==> src/rtl/div_pkg.sv <==
// -----------------------------------------------------------------------------
// div_pkg
// Shared types and constants for the iterative RV32M divider (div_rem_seq).
//
// Configuration macro: DIV_SPECIAL_FASTPATH_EN
//   When defined, the state encoding gains ST_SPECIAL, which lets
//   divide-by-zero and signed overflow finish without iterating.
// -----------------------------------------------------------------------------
package div_pkg;

    localparam int          ITER       = 32;
    localparam logic [31:0] DIV_ZERO_Q = 32'hFFFF_FFFF;
    localparam logic [31:0] INT_MIN    = 32'h8000_0000;

    // op[0] = unsigned, op[1] = remainder
    typedef enum logic [1:0] {
        DIV  = 2'b00,
        DIVU = 2'b01,
        REM  = 2'b10,
        REMU = 2'b11
    } div_op_e;

`ifdef DIV_SPECIAL_FASTPATH_EN
    typedef enum logic [2:0] {
        ST_IDLE    = 3'd0,
        ST_SPECIAL = 3'd1,
        ST_CALC    = 3'd2,
        ST_FIX     = 3'd3,
        ST_DONE    = 3'd4
    } div_state_e;
`else
    typedef enum logic [2:0] {
        ST_IDLE    = 3'd0,
        ST_CALC    = 3'd2,
        ST_FIX     = 3'd3,
        ST_DONE    = 3'd4
    } div_state_e;
`endif

    // Two's complement magnitude when the operand is treated as signed.
    function automatic logic [31:0] abs_if_signed(input logic [31:0] x,
                                                  input logic        is_signed);
        return (is_signed && x[31]) ? (~x + 32'd1) : x;
    endfunction

endpackage

==> src/rtl/add_sub_32_bit.sv <==
// -----------------------------------------------------------------------------
// add_sub_32_bit
// 32-bit ripple-style adder/subtractor.
//   Sel = 0 : Result = A + B
//   Sel = 1 : Result = A - B (A + ~B + 1)
// Ports:
//   A, B   : 32-bit operands
//   Sel    : 0 add, 1 subtract
//   Result : 32-bit sum/difference
//   Cout   : carry out; when subtracting, 1 means no borrow (A >= B)
// -----------------------------------------------------------------------------
module add_sub_32_bit (
    input  logic [31:0] A,
    input  logic [31:0] B,
    input  logic        Sel,
    output logic [31:0] Result,
    output logic        Cout
);

    logic [31:0] b_eff;
    logic [32:0] sum;

    assign b_eff  = B ^ {32{Sel}};
    assign sum    = {1'b0, A} + {1'b0, b_eff} + {32'd0, Sel};
    assign Result = sum[31:0];
    assign Cout   = sum[32];

endmodule

==> src/rtl/div_rem_seq.sv <==
// -----------------------------------------------------------------------------
// div_rem_seq
// Iterative radix-2 restoring divider for RV32M DIV/DIVU/REM/REMU.
// One quotient bit per cycle; the core raises i_start, stalls on o_busy and
// captures o_result while o_done is high.
//
// Ports:
//   i_clk     : rising-edge clock
//   i_reset   : asynchronous active-high reset (aborts any operation)
//   i_start   : request, only sampled in IDLE
//   i_op      : 00 DIV, 01 DIVU, 10 REM, 11 REMU
//   i_a, i_b  : dividend / divisor, latched on the accepting edge
//   o_busy    : high from the cycle after acceptance through DONE
//   o_done    : one-cycle pulse, o_result valid
//   o_result  : quotient or remainder, held until the next accepted start
//
// Configuration macro: DIV_SPECIAL_FASTPATH_EN
//   Defined   : x/0 and INT_MIN/-1 go through ST_SPECIAL, done 2 cycles after
//               acceptance.
//   Undefined : those cases iterate like any other; FIX substitutes the
//               special value, done 34 cycles after acceptance.
//
// state      | meaning
// -----------+----------------------------------------------------------
// ST_IDLE    | waiting for i_start
// ST_SPECIAL | load x/0 or overflow result (fast-path build only)
// ST_CALC    | 32 shift/trial-subtract iterations
// ST_FIX     | apply sign correction (or special value) into o_result
// ST_DONE    | o_done pulse
// -----------------------------------------------------------------------------
module div_rem_seq
    import div_pkg::*;
#(
    parameter int XLEN = 32
) (
    input  logic            i_clk,
    input  logic            i_reset,
    input  logic            i_start,
    input  logic [1:0]      i_op,
    input  logic [XLEN-1:0] i_a,
    input  logic [XLEN-1:0] i_b,
    output logic            o_busy,
    output logic            o_done,
    output logic [XLEN-1:0] o_result
);

    div_state_e  state_q, state_d;
    div_op_e     op_q, op_d;
    logic [31:0] b_abs_q, b_abs_d;
    logic [31:0] r_q, r_d;
    logic [31:0] q_q, q_d;
    logic [4:0]  count_q, count_d;
    logic        quot_neg_q, quot_neg_d;
    logic        rem_neg_q, rem_neg_d;
    logic        special_q, special_d;
    logic [31:0] special_val_q, special_val_d;
    logic [31:0] result_q, result_d;

    logic        in_signed;
    logic        in_div_zero;
    logic        in_overflow;
    logic [31:0] r_sh;
    logic [31:0] trial;
    logic        trial_cout;
    logic        no_borrow;

    assign in_signed   = ~i_op[0];
    assign in_div_zero = (i_b == 32'd0);
    assign in_overflow = in_signed && (i_a == INT_MIN) && (i_b == 32'hFFFF_FFFF);

    // Shift {R,Q} left by one; the bit leaving R is handled by no_borrow.
    assign r_sh = {r_q[30:0], q_q[31]};

    add_sub_32_bit u_trial_sub (
        .A      (r_sh),
        .B      (b_abs_q),
        .Sel    (1'b1),
        .Result (trial),
        .Cout   (trial_cout)
    );

    // If R's MSB is shifted out, the true shifted remainder is >= 2^32 and
    // therefore exceeds any divisor; the 32-bit difference is still exact
    // because the real result is below |b|.
    assign no_borrow = trial_cout | r_q[31];

    always_comb begin
        state_d       = state_q;
        op_d          = op_q;
        b_abs_d       = b_abs_q;
        r_d           = r_q;
        q_d           = q_q;
        count_d       = count_q;
        quot_neg_d    = quot_neg_q;
        rem_neg_d     = rem_neg_q;
        special_d     = special_q;
        special_val_d = special_val_q;
        result_d      = result_q;

        case (state_q)
            ST_IDLE: begin
                if (i_start) begin
                    op_d          = div_op_e'(i_op);
                    b_abs_d       = abs_if_signed(i_b, in_signed);
                    q_d           = abs_if_signed(i_a, in_signed);
                    r_d           = 32'd0;
                    count_d       = 5'(ITER - 1);
                    quot_neg_d    = in_signed && (i_a[31] ^ i_b[31]) && !in_div_zero;
                    rem_neg_d     = in_signed && i_a[31];
                    special_d     = in_div_zero || in_overflow;
                    if (in_div_zero) begin
                        special_val_d = i_op[1] ? i_a : DIV_ZERO_Q;
                    end else begin
                        special_val_d = i_op[1] ? 32'd0 : INT_MIN;
                    end
`ifdef DIV_SPECIAL_FASTPATH_EN
                    state_d = (in_div_zero || in_overflow) ? ST_SPECIAL : ST_CALC;
`else
                    state_d = ST_CALC;
`endif
                end
            end
`ifdef DIV_SPECIAL_FASTPATH_EN
            ST_SPECIAL: begin
                result_d = special_val_q;
                state_d  = ST_DONE;
            end
`endif
            ST_CALC: begin
                r_d = no_borrow ? trial : r_sh;
                q_d = {q_q[30:0], no_borrow};
                if (count_q == 5'd0) begin
                    state_d = ST_FIX;
                end else begin
                    count_d = count_q - 5'd1;
                end
            end
            ST_FIX: begin
                if (special_q) begin
                    result_d = special_val_q;
                end else if (op_q[1]) begin
                    result_d = rem_neg_q ? (~r_q + 32'd1) : r_q;
                end else begin
                    result_d = quot_neg_q ? (~q_q + 32'd1) : q_q;
                end
                state_d = ST_DONE;
            end
            ST_DONE: begin
                state_d = ST_IDLE;
            end
            default: begin
                state_d = ST_IDLE;
            end
        endcase
    end

    always_ff @(posedge i_clk or posedge i_reset) begin
        if (i_reset) begin
            state_q       <= ST_IDLE;
            op_q          <= DIV;
            b_abs_q       <= '0;
            r_q           <= '0;
            q_q           <= '0;
            count_q       <= '0;
            quot_neg_q    <= 1'b0;
            rem_neg_q     <= 1'b0;
            special_q     <= 1'b0;
            special_val_q <= '0;
            result_q      <= '0;
        end else begin
            state_q       <= state_d;
            op_q          <= op_d;
            b_abs_q       <= b_abs_d;
            r_q           <= r_d;
            q_q           <= q_d;
            count_q       <= count_d;
            quot_neg_q    <= quot_neg_d;
            rem_neg_q     <= rem_neg_d;
            special_q     <= special_d;
            special_val_q <= special_val_d;
            result_q      <= result_d;
        end
    end

    assign o_busy   = (state_q != ST_IDLE);
    assign o_done   = (state_q == ST_DONE);
    assign o_result = result_q;

endmodule

==> config.mk <==
export PLATFORM = sky130hd
export DESIGN_NAME = div_rem_seq
export DESIGN_NICKNAME = d
export VERILOG_FILES = /design/src/rtl/div_pkg.sv /design/src/rtl/add_sub_32_bit.sv /design/src/rtl/div_rem_seq.sv
export SDC_FILE = /design/constraint.sdc
export NUM_CORES = 1
export LEC_CHECK = 0
export ABC_AREA = 1
export CORE_MARGIN = 2
export CORE_UTILIZATION = 25
export CTS_CLUSTER_SIZE = 28
export DETAILED_ROUTE_END_ITERATION = 6
export GPL_TIMING_DRIVEN = 0
export PLACE_DENSITY = 0.41
export SYNTH_ARGS = -nofsm -noshare
export SYNTH_HDL_FRONTEND = slang
export SYNTH_HIERARCHICAL = 1
export SYNTH_SLANG_ARGS = --single-unit
export TNS_END_PERCENT = 10
==> constraint.sdc <==
create_clock -name i_clk -period 6.2 [get_ports i_clk]
set_clock_uncertainty 0.15 [all_clocks]
set_input_delay 0.62 -clock i_clk [delete_from_list [all_inputs] [get_ports i_clk]]
set_output_delay 0.62 -clock i_clk [all_outputs]
set_load 0.03 [all_outputs]
==> flow_summary.yaml, run 1 <==
final_layout:
  final_layout_size_suffix_gt1_share_pct: 5.89
  synthToLayoutAreaGrowth_pct: 18.1
  nNetsFinal: 2458
  post-route-util_pct: 29.8
  antenna_cells: 0
yosys:
  postSynthCellCount: 2227
  synth-seq-cells: 172
  ys_types: 53
  postSynthNetCount: 2337
  synth_top_area_share_pct: 30.3
  async_reset_ff_share_pct: 100
  synth_edf_count: 0
  synth_common_cells: "nand2_1 (643), inv_1 (263), nor2_1 (246)"
  synth.most_common_cell: "nand2_1"
  synthTopCellsByArea: "dfrtp_1 (30%), nand2_1 (17%), nand3_1 (8.2%)"
  yosysWarnings: 6
  syn_avg_cell_area_um2: 6.38
  ys_seq_area_share_pct: 30.3
  synth_ff_type: "dfrtp_1"
  syn-cell-area_um2: 14200
  yosysTopAreaCell: "dfrtp_1"
clock_network:
  cts_tree: "yes"
  htree_num_levels: 4
  root_buffer: "clkbuf_16"
  clock_sinks: 172
  cts_buffers: 17
  clk_latency_ns: 0.50
  ctsLongestPathBuffers: 2
  cts.clk_slew.worst_paths_ns: 0.07
  cts_resized: 0
  postCtsSetupBuffers: 0
  ctsHoldBuffers: 0
min_path:
  hp-class: "register to register"
  holdCritStartpoint: "o_result[22]"
grt:
  antenna_found_initial: 2
  grt_pass1_wl_mm: 91.6
  grt_max_degree: 88
  grt_pass1_vias: 14659
  grt_use_met3_pct: 3.82
  grt_busiest_layer: "met2"
  grt-ovfl-total: 0
  track_usage_pct: 20.7
  met2_usage_pct: 31.7
  grt_util_met1_pct: 29.9
routing:
  antenna_left: 0
  drc_errors: 0
  wl_per_cell_um: 19.2
  drtIter0Drc: 1043
  avgViaCountPerCell: 4.80
  drt-total-wl_mm: 60.0
  drt_pass1_iterations: 5
  via_count: 14961
power:
  irDropWorstVdd_mv: 0.231
  clkPwrFrac_pct: 11.9
  internal_power_uw: 4260
  p_seq_share_pct: 22.6
  powerDensity_nw_per_um2: 562
  p_sw_uw: 5170
  combPwrFrac_pct: 65.5
  p_total_uw: 9430
  switching_share_pct: 54.8
  p_leak_uw: 0.00801
die:
  fp.coreArea_um2: 56300
  dieArea_um2: 58800
  start_util_pct: 25.2
  fp.dieH_um: 242
  die_w_um: 242
  ios: 103
  rows: 87
setup_path:
  max_stage_delay_ns: 0.41
  crit_type: "register to register"
  cp.arrival_ns: 3.76
  r2r-start: "b_abs_q[25]"
  critical-path-top-delay-family: "simple AND/OR/NAND/NOR gates"
  crit_slowest_cell: "dfrtp_1"
  setup.worst_path.start: "b_abs_q[25]"
  crit_required_ns: 6.42
  critPathBufInv: 3
  r2r_setup_slack_ns: 2.66
  path_max_fanout: 10
  cp-start-kind: "register"
  critPathCaptureType: "register"
  crit_top_cell: "nor2_1"
  path_cells: "xor2_1, ha_1, inv_1, o21ai_0, a21oi_1, nor2_1, nor3_1, nand2_1, nor2_1, inv_1, clkbuf_1, nor2_1, o22ai_1"
timing:
  period_share_pct: 57.1
  max_slew_margin_pct: 31.9
  setup_viol: 0
  hold_viol: 0
  max_freq_mhz: 282
  hold_ws_ns: 0.329
  rsz0062_at_grt: "false"
  finalCriticalPeriod_ns: 3.54
  drv_slew: 0
  setup_tns_ns: 0
  worst_pin_slew_ns: 1.02
run:
  maxCapViolations: 0
place:
  dp_hpwl_mm: 49.3
  port_buffers: 101
  finalWeightedCongestion: 0.901
outcome:
  status: "finished clean"
==> flip-flops by register name, indices dropped and copies added, names as in the netlist <==
signal and cells:
special_val_q 32, q_q 32, state_q 3, op_q 1, b_abs_q 32, quot_neg_q 1
o_result 32, count_q 5, r_q 32, rem_neg_q 1, special_q 1
==> tightest hold or removal path: cells and delay by family, from the launching register on <==
| family | cells | cell delay (ns) |
|---|---|---|
| DFF | 1 | 0.34 |
| and+or+nand+nor | 2 | 0.10 |
==> per-stage QoR <==
stage / setup WS, ns / instances / cell area, µm²
3_5_place_dp: 2.64 / 3085 / 16200
3_3_place_gp: -2.33 / 3084 / 16200
6_report: 2.66 / 3117 / 16800
4_1_cts: 2.61 / 3117 / 16800
2_1_floorplan: 0.770 / 2227 / 14200
5_1_grt: 2.36 / 3117 / 16800
==> layout by cell type, fill, tap and decap left out, drive strengths merged, types with 2 or more instances in the layout <==
cell,synthesis,final
nand2,662,662
inv,274,279
nor2,263,263
nand3,241,241
dfrtp,172,172
o21ai,156,156
clkdlybuf4s50,0,101
a21oi,91,91
xor2,70,70
clkbuf,40,59
o22ai,46,46
buf,42,43
ha,40,40
o211ai,26,26
nand4,20,20
nor3,20,20
o21bai,14,14
o221ai,12,12
nand3b,8,8
clkinv,1,8
xnor2,7,7
and2,4,4
or2,3,3
a21o,2,2
a31o,2,2
nor4,2,2
==> metal layers <==
layer	wire, µm	share of wire (%)	vias to the layer above
li1	-	-	7467
met4	826	1.4	2
met5	13	0.022	-
met3	3080	5.1	34
met2	25900	43	333
met1	30200	50	7125
==> kinds of logic (layout without fill, tap and decap cells) <==
family          Yosys count  in the layout  synth area share (%)
flops                   172            172                  30.3
xor+xnor                 77             77                  4.75
simple gates           1224           1224                  36.9
other cells               1              1                0.0264
buf+inv                 357            491                  10.0
compound gates          355            355                  14.3
fa+ha+maj                41             41                  3.66
==> final timing paths <==
| check | to | cells past startpoint |
|---|---|---|
| min in group asynchronous | r_q[28] | 2 |
| worst max register to register | r_q[0] | 13 |
| max in group asynchronous | q_q[4] | 3 |
| worst min register to register | o_result[22] | 2 |
| worst max-delay path | r_q[0] | 13 |
| worst min-delay path | o_result[22] | 2 |
==> power by group through the flow <==
stage | combinational [µW] | clock [µW] | sequential, µW
finish | 6180 | 1120 | 2130
global route | 6950 | 1210 | 2200
CTS | 6210 | 1160 | 2140
detailed placement | 6170 | 0 | 2160
global placement | 6170 | 0 | 2160
floorplan | 4050 | 0 | 2140
==> cell type report <==
type / instances / area (µm²)
Sequential cell: 172 / 4300
Inverter: 275 / 1040
Fill cell: 6354 / 39500
Multi-Input combinational cell: 1698 / 8480
Clock inverter: 13 / 130
Clock buffer: 19 / 453
Tap cell: 756 / 946
Timing Repair Buffer: 102 / 1040
Buffer: 82 / 394
No activity file was read; power rests on OpenSTA's default activity.
==> run 2, diff against run 1 <==
- PLACE_DENSITY: 0.41 -> 0.42
- clock period: 6.2 -> 3 ns (I/O delays scaled with it)
==> flow_summary.yaml, run 2 (synthesized netlist as in run 1, its figures left out) <==
outcome:
  status: "finished clean"
routing:
  avgViaCountPerCell: 4.84
  drtIter0Drc: 1099
  drt-total-wl_mm: 59.1
  drc_errors: 0
  wl_per_cell_um: 18.9
  via_count: 15142
  drt_pass1_iterations: 5
  antenna_left: 0
power:
  clkPwrFrac_pct: 11.8
  internal_power_uw: 9350
  powerDensity_nw_per_um2: 1170
  p_seq_share_pct: 22.1
  combPwrFrac_pct: 66.2
  switching_share_pct: 53.8
  p_total_uw: 20300
  irDropWorstVdd_mv: 0.480
  p_sw_uw: 10900
  p_leak_uw: 0.00812
grt:
  grt_pass1_vias: 14572
  grt_pass1_wl_mm: 89.6
  grt_max_degree: 40
  track_usage_pct: 20.1
  antenna_found_initial: 0
  grt-ovfl-total: 0
clock_network:
  cts.clk_slew.worst_paths_ns: 0.07
  root_buffer: "clkbuf_16"
  ctsLongestPathBuffers: 2
  htree_num_levels: 4
  cts_tree: "yes"
  clock_sinks: 172
  cts_buffers: 17
  ctsHoldBuffers: 0
  clk_latency_ns: 0.50
run:
  maxCapViolations: 0
setup_path:
  crit_required_ns: 3.21
  cp-start-kind: "register"
  cp.arrival_ns: 3.01
  path_max_fanout: 10
  crit_top_cell: "nand2_1"
  critPathBufInv: 2
  crit_slowest_cell: "dfrtp_1"
  crit_type: "register to register"
  critPathCaptureType: "register"
  critical-path-top-delay-family: "simple AND/OR/NAND/NOR gates"
  path_cells: "xor2_2, ha_1, nand2_1, nor2_2, nand2_1, nor2_1, nand2_1, nand3_1, nand2_1, nand2_1, nor2_4, inv_4, clkbuf_4, nor2_1, o22ai_1"
  max_stage_delay_ns: 0.43
die:
  start_util_pct: 25.2
  ios: 103
  rows: 87
  die_w_um: 242
  dieArea_um2: 58800
  fp.coreArea_um2: 56300
  fp.dieH_um: 242
final_layout:
  final_cells: 3128
  final_area_um2: 17200
  final_cell_mix: "nand2_1 (642), inv_1 (261), nor2_1 (244)"
  num-fill-cells: 6308
  nNetsFinal: 2471
  antenna_cells: 0
  synthToLayoutAreaGrowth_pct: 21.4
  final_layout_size_suffix_gt1_share_pct: 8.35
  final_common_cell: "nand2_1"
timing:
  period_share_pct: 93.1
  rsz0062_at_grt: "true"
  fin_ws_ns: 0.206
  drv_slew: 0
  worst_pin_slew_ns: 1.02
  hold_viol: 0
  setup_viol: 0
  max_freq_mhz: 358
  finalCriticalPeriod_ns: 2.79
  max_slew_margin_pct: 32.0
place:
  finalWeightedCongestion: 0.903
  dp_hpwl_mm: 48.9
  dp.cells: 3088
  place_area_um2: 16300
  preCtsSetupSlack_ns: -0.624
  port_buffers: 101
min_path:
  hp-class: "input port to asynchronous set/reset pin"
## run 2: final timing paths
check,startpoint,end,slack (ns),depth (start not counted)
max reg2reg,b_abs_q[20],r_q[31],0.21,15
min in group i_clk,i_op[0],b_abs_q[31],0.15,3
max,b_abs_q[20],r_q[31],0.21,15
min,i_reset,o_result[31],0.15,2
max in group asynchronous,i_reset,b_abs_q[29],1.58,4
min reg2reg,o_result[19],o_result[19],0.33,2
## run 2: metrics by stage
step	hold slack (ns)	utilization, %	setup TNS [ns]
6_report	0.150	30.6	0
3_5_place_dp	0.314	28.9	-18.20
2_1_floorplan	0.295	-	0
3_3_place_gp	0.316	28.7	-264.28
5_1_grt	0.140	30.6	-0.458
4_1_cts	0.112	30.0	0
## run 2: layout make-up
class,instances,area (µm²),area share (%)
multi-input combinational,1698,8780,50.9
sequential,172,4310,25.0
timing repair buffer,115,1170,6.76
inverter,275,1040,6.02
tap,756,946,5.49
clock buffer,18,429,2.49
buffer,82,414,2.40
clock inverter,12,164,0.950
## run 2: repair_timing
item / CTS / global route
pin swaps: 0 / 11
setup buffers: 0 / 10
resized for setup: 15 / 62
endpoints found under the setup margin: 33 / 31
## run 2: power groups by stage
stage / registers, µW / logic [µW] / clock network (µW)
3_3_place_gp: 4450 / 12700 / 0
2_1_floorplan: 4420 / 8370 / 0
5_1_grt: 4610 / 14900 / 2540
4_1_cts: 4430 / 12900 / 2470
3_5_place_dp: 4460 / 12700 / 0
6_report: 4470 / 13400 / 2380
## run 2: routing by layer
metal / track usage, % / routed length, µm / up-vias
met2: 30.6 / 25600 / 349
met3: 3.40 / 2850 / 36
li1: - / - / 7490
met1: 29.3 / 29700 / 7267
met4: 5.03 / 965 / 0
met5: 0 / 0 / -
==> run 3, diff against run 2 <==
- CELL_PAD_IN_SITES_DETAIL_PLACEMENT: unset -> 1
- CELL_PAD_IN_SITES_GLOBAL_PLACEMENT: unset -> 2
- GPL_TIMING_DRIVEN: 0 -> 1
- PLACE_DENSITY: 0.42 -> 0.67
==> flow_summary.yaml, run 3 (synthesized netlist as in run 1, its figures left out) <==
routing:
  wl_per_cell_um: 19.0
  drtIter0Drc: 882
  via_count: 14926
  antenna_left: 0
  drc_errors: 0
  drt_pass1_iterations: 5
  avgViaCountPerCell: 4.81
  drt-total-wl_mm: 58.8
timing:
  setup_viol: 0
  worst_pin_slew_ns: 0.820
  hold_viol: 0
  drv_slew: 0
  hold_ws_ns: 0.0466
  setup_tns_ns: 0
  max_freq_mhz: 368
  rsz0062_at_grt: "false"
  period_share_pct: 90.6
  max_slew_margin_pct: 45.3
  finalCriticalPeriod_ns: 2.72
setup_path:
  cp-start-kind: "register"
  critPathCaptureType: "register"
  reg2reg_depth: 16
  r2r-start: "b_abs_q[7]"
  max_stage_delay_ns: 0.39
  crit_type: "register to register"
  crit_required_ns: 3.23
  crit_slowest_cell: "dfrtp_1"
  path_max_fanout: 20
  r2r_setup_slack_ns: 0.28
  crit_end: "q_q[0]"
  crit_top_cell: "nand2_1"
  cp.arrival_ns: 2.95
  reg2reg_to: "q_q[0]"
  path_cells: "xor2_1, ha_1, nand2_1, nand2_1, o21bai_1, a21oi_2, inv_1, nand2_1, nand3_1, nand2_1, nand2_1, nor2_2, inv_1, buf_12, a22oi_1, o21ai_1"
  setup.worst_path.start: "b_abs_q[7]"
clock_network:
  htree_num_levels: 4
  cts_buffers: 17
  cts.clk_slew.worst_paths_ns: 0.07
  clock_sinks: 172
  cts_tree: "yes"
  root_buffer: "clkbuf_16"
  ctsLongestPathBuffers: 2
  clk_latency_ns: 0.50
  ctsHoldBuffers: 0
outcome:
  status: "finished clean"
final_layout:
  final_cell_mix: "nand2_1 (643), inv_1 (262), nor2_1 (245)"
  final_layout_size_suffix_gt1_share_pct: 7.55
  antenna_cells: 0
  nNetsFinal: 2441
  final_area_um2: 17000
  final_cells: 3100
  final_common_cell: "nand2_1"
  num-fill-cells: 7252
  synthToLayoutAreaGrowth_pct: 19.9
grt:
  grt-ovfl-total: 0
  grt_pass1_vias: 15614
  antenna_found_initial: 1
  grt_pass1_wl_mm: 92.7
  track_usage_pct: 20.4
  grt_max_degree: 102
die:
  start_util_pct: 25.2
  dieArea_um2: 58800
  die_w_um: 242
  fp.dieH_um: 242
  ios: 103
  rows: 87
  fp.coreArea_um2: 56300
power:
  powerDensity_nw_per_um2: 1180
  p_total_uw: 20100
  p_leak_uw: 0.00815
  irDropWorstVdd_mv: 0.755
place:
  dp.cells: 3067
  place_area_um2: 16400
  finalWeightedCongestion: 0.857
  port_buffers: 102
  dp_hpwl_mm: 46.8
run:
  maxCapViolations: 0
min_path:
  hp-class: "input port to asynchronous set/reset pin"
-- run 3: changes by cell type in the layout (fill, tap and decap cells not counted), sizes merged --
cell,delta
clkinvlp,-3
buf,+7
clkinv,+5
clkbuf,-38
clkdlybuf4s50,+1
-- run 3: metal layers --
layer	global-route usage, %	part of all wire (%)
met5	0	0.022
met4	4.63	1.3
met1	28.8	50
met3	2.92	2.6
met2	32.8	46
-- run 3: repair_timing --
item | CTS | global route
resized for setup | 0 | 9
buffers inserted | 0 | 1
endpoints found under the setup margin | 0 | 33
-- run 3: area by class of cell --
cell class	instances	area [µm²]	share of cell area [%]
Multi-Input combinational cell	1698	8520	50.0
Timing Repair Buffer	167	1600	9.37
Clock inverter	14	185	1.09
Tap cell	756	946	5.55
Sequential cell	172	4300	25.3
Clock buffer	18	439	2.58
Inverter	275	1040	6.09
-- run 3: worst min path at each step --
stage / slack [ns] / to
4_1_cts: 0.01 / o_result[14]
3_5_place_dp: 0.32 / o_result[11]
3_3_place_gp: 0.32 / o_result[13]
6_report: 0.05 / special_val_q[19]
5_1_grt: 0.07 / o_result[22]
2_1_floorplan: 0.29 / q_q[0]
-- run 3: report_power, final --
group	switching, µW	total, µW	internal [µW]
Combinational	8680	13400	4680
Sequential	902	4220	3320
Clock	1140	2490	1350
Total	10700	20100	9350
-- run 3: metrics by stage --
stage,worst slack (ns),util (%)
6_report,0.283,30.3
5_1_grt,0.0166,30.3
4_1_cts,0.123,30.2
3_5_place_dp,0.151,29.1
3_3_place_gp,0.182,29.1
2_1_floorplan,0.353,-
-- run 3: worst max-delay path, delay by kind of cell, from the launching register on --
family / cells / cell delay (ns)
AO/OA/AOI/OAI: 4 / 0.66
XOR/XNOR: 1 / 0.14
adder cells (fa/ha/maj): 1 / 0.29
buffers and inverters: 3 / 0.33
flip-flops: 1 / 0.39
AND/OR/NAND/NOR: 7 / 0.61
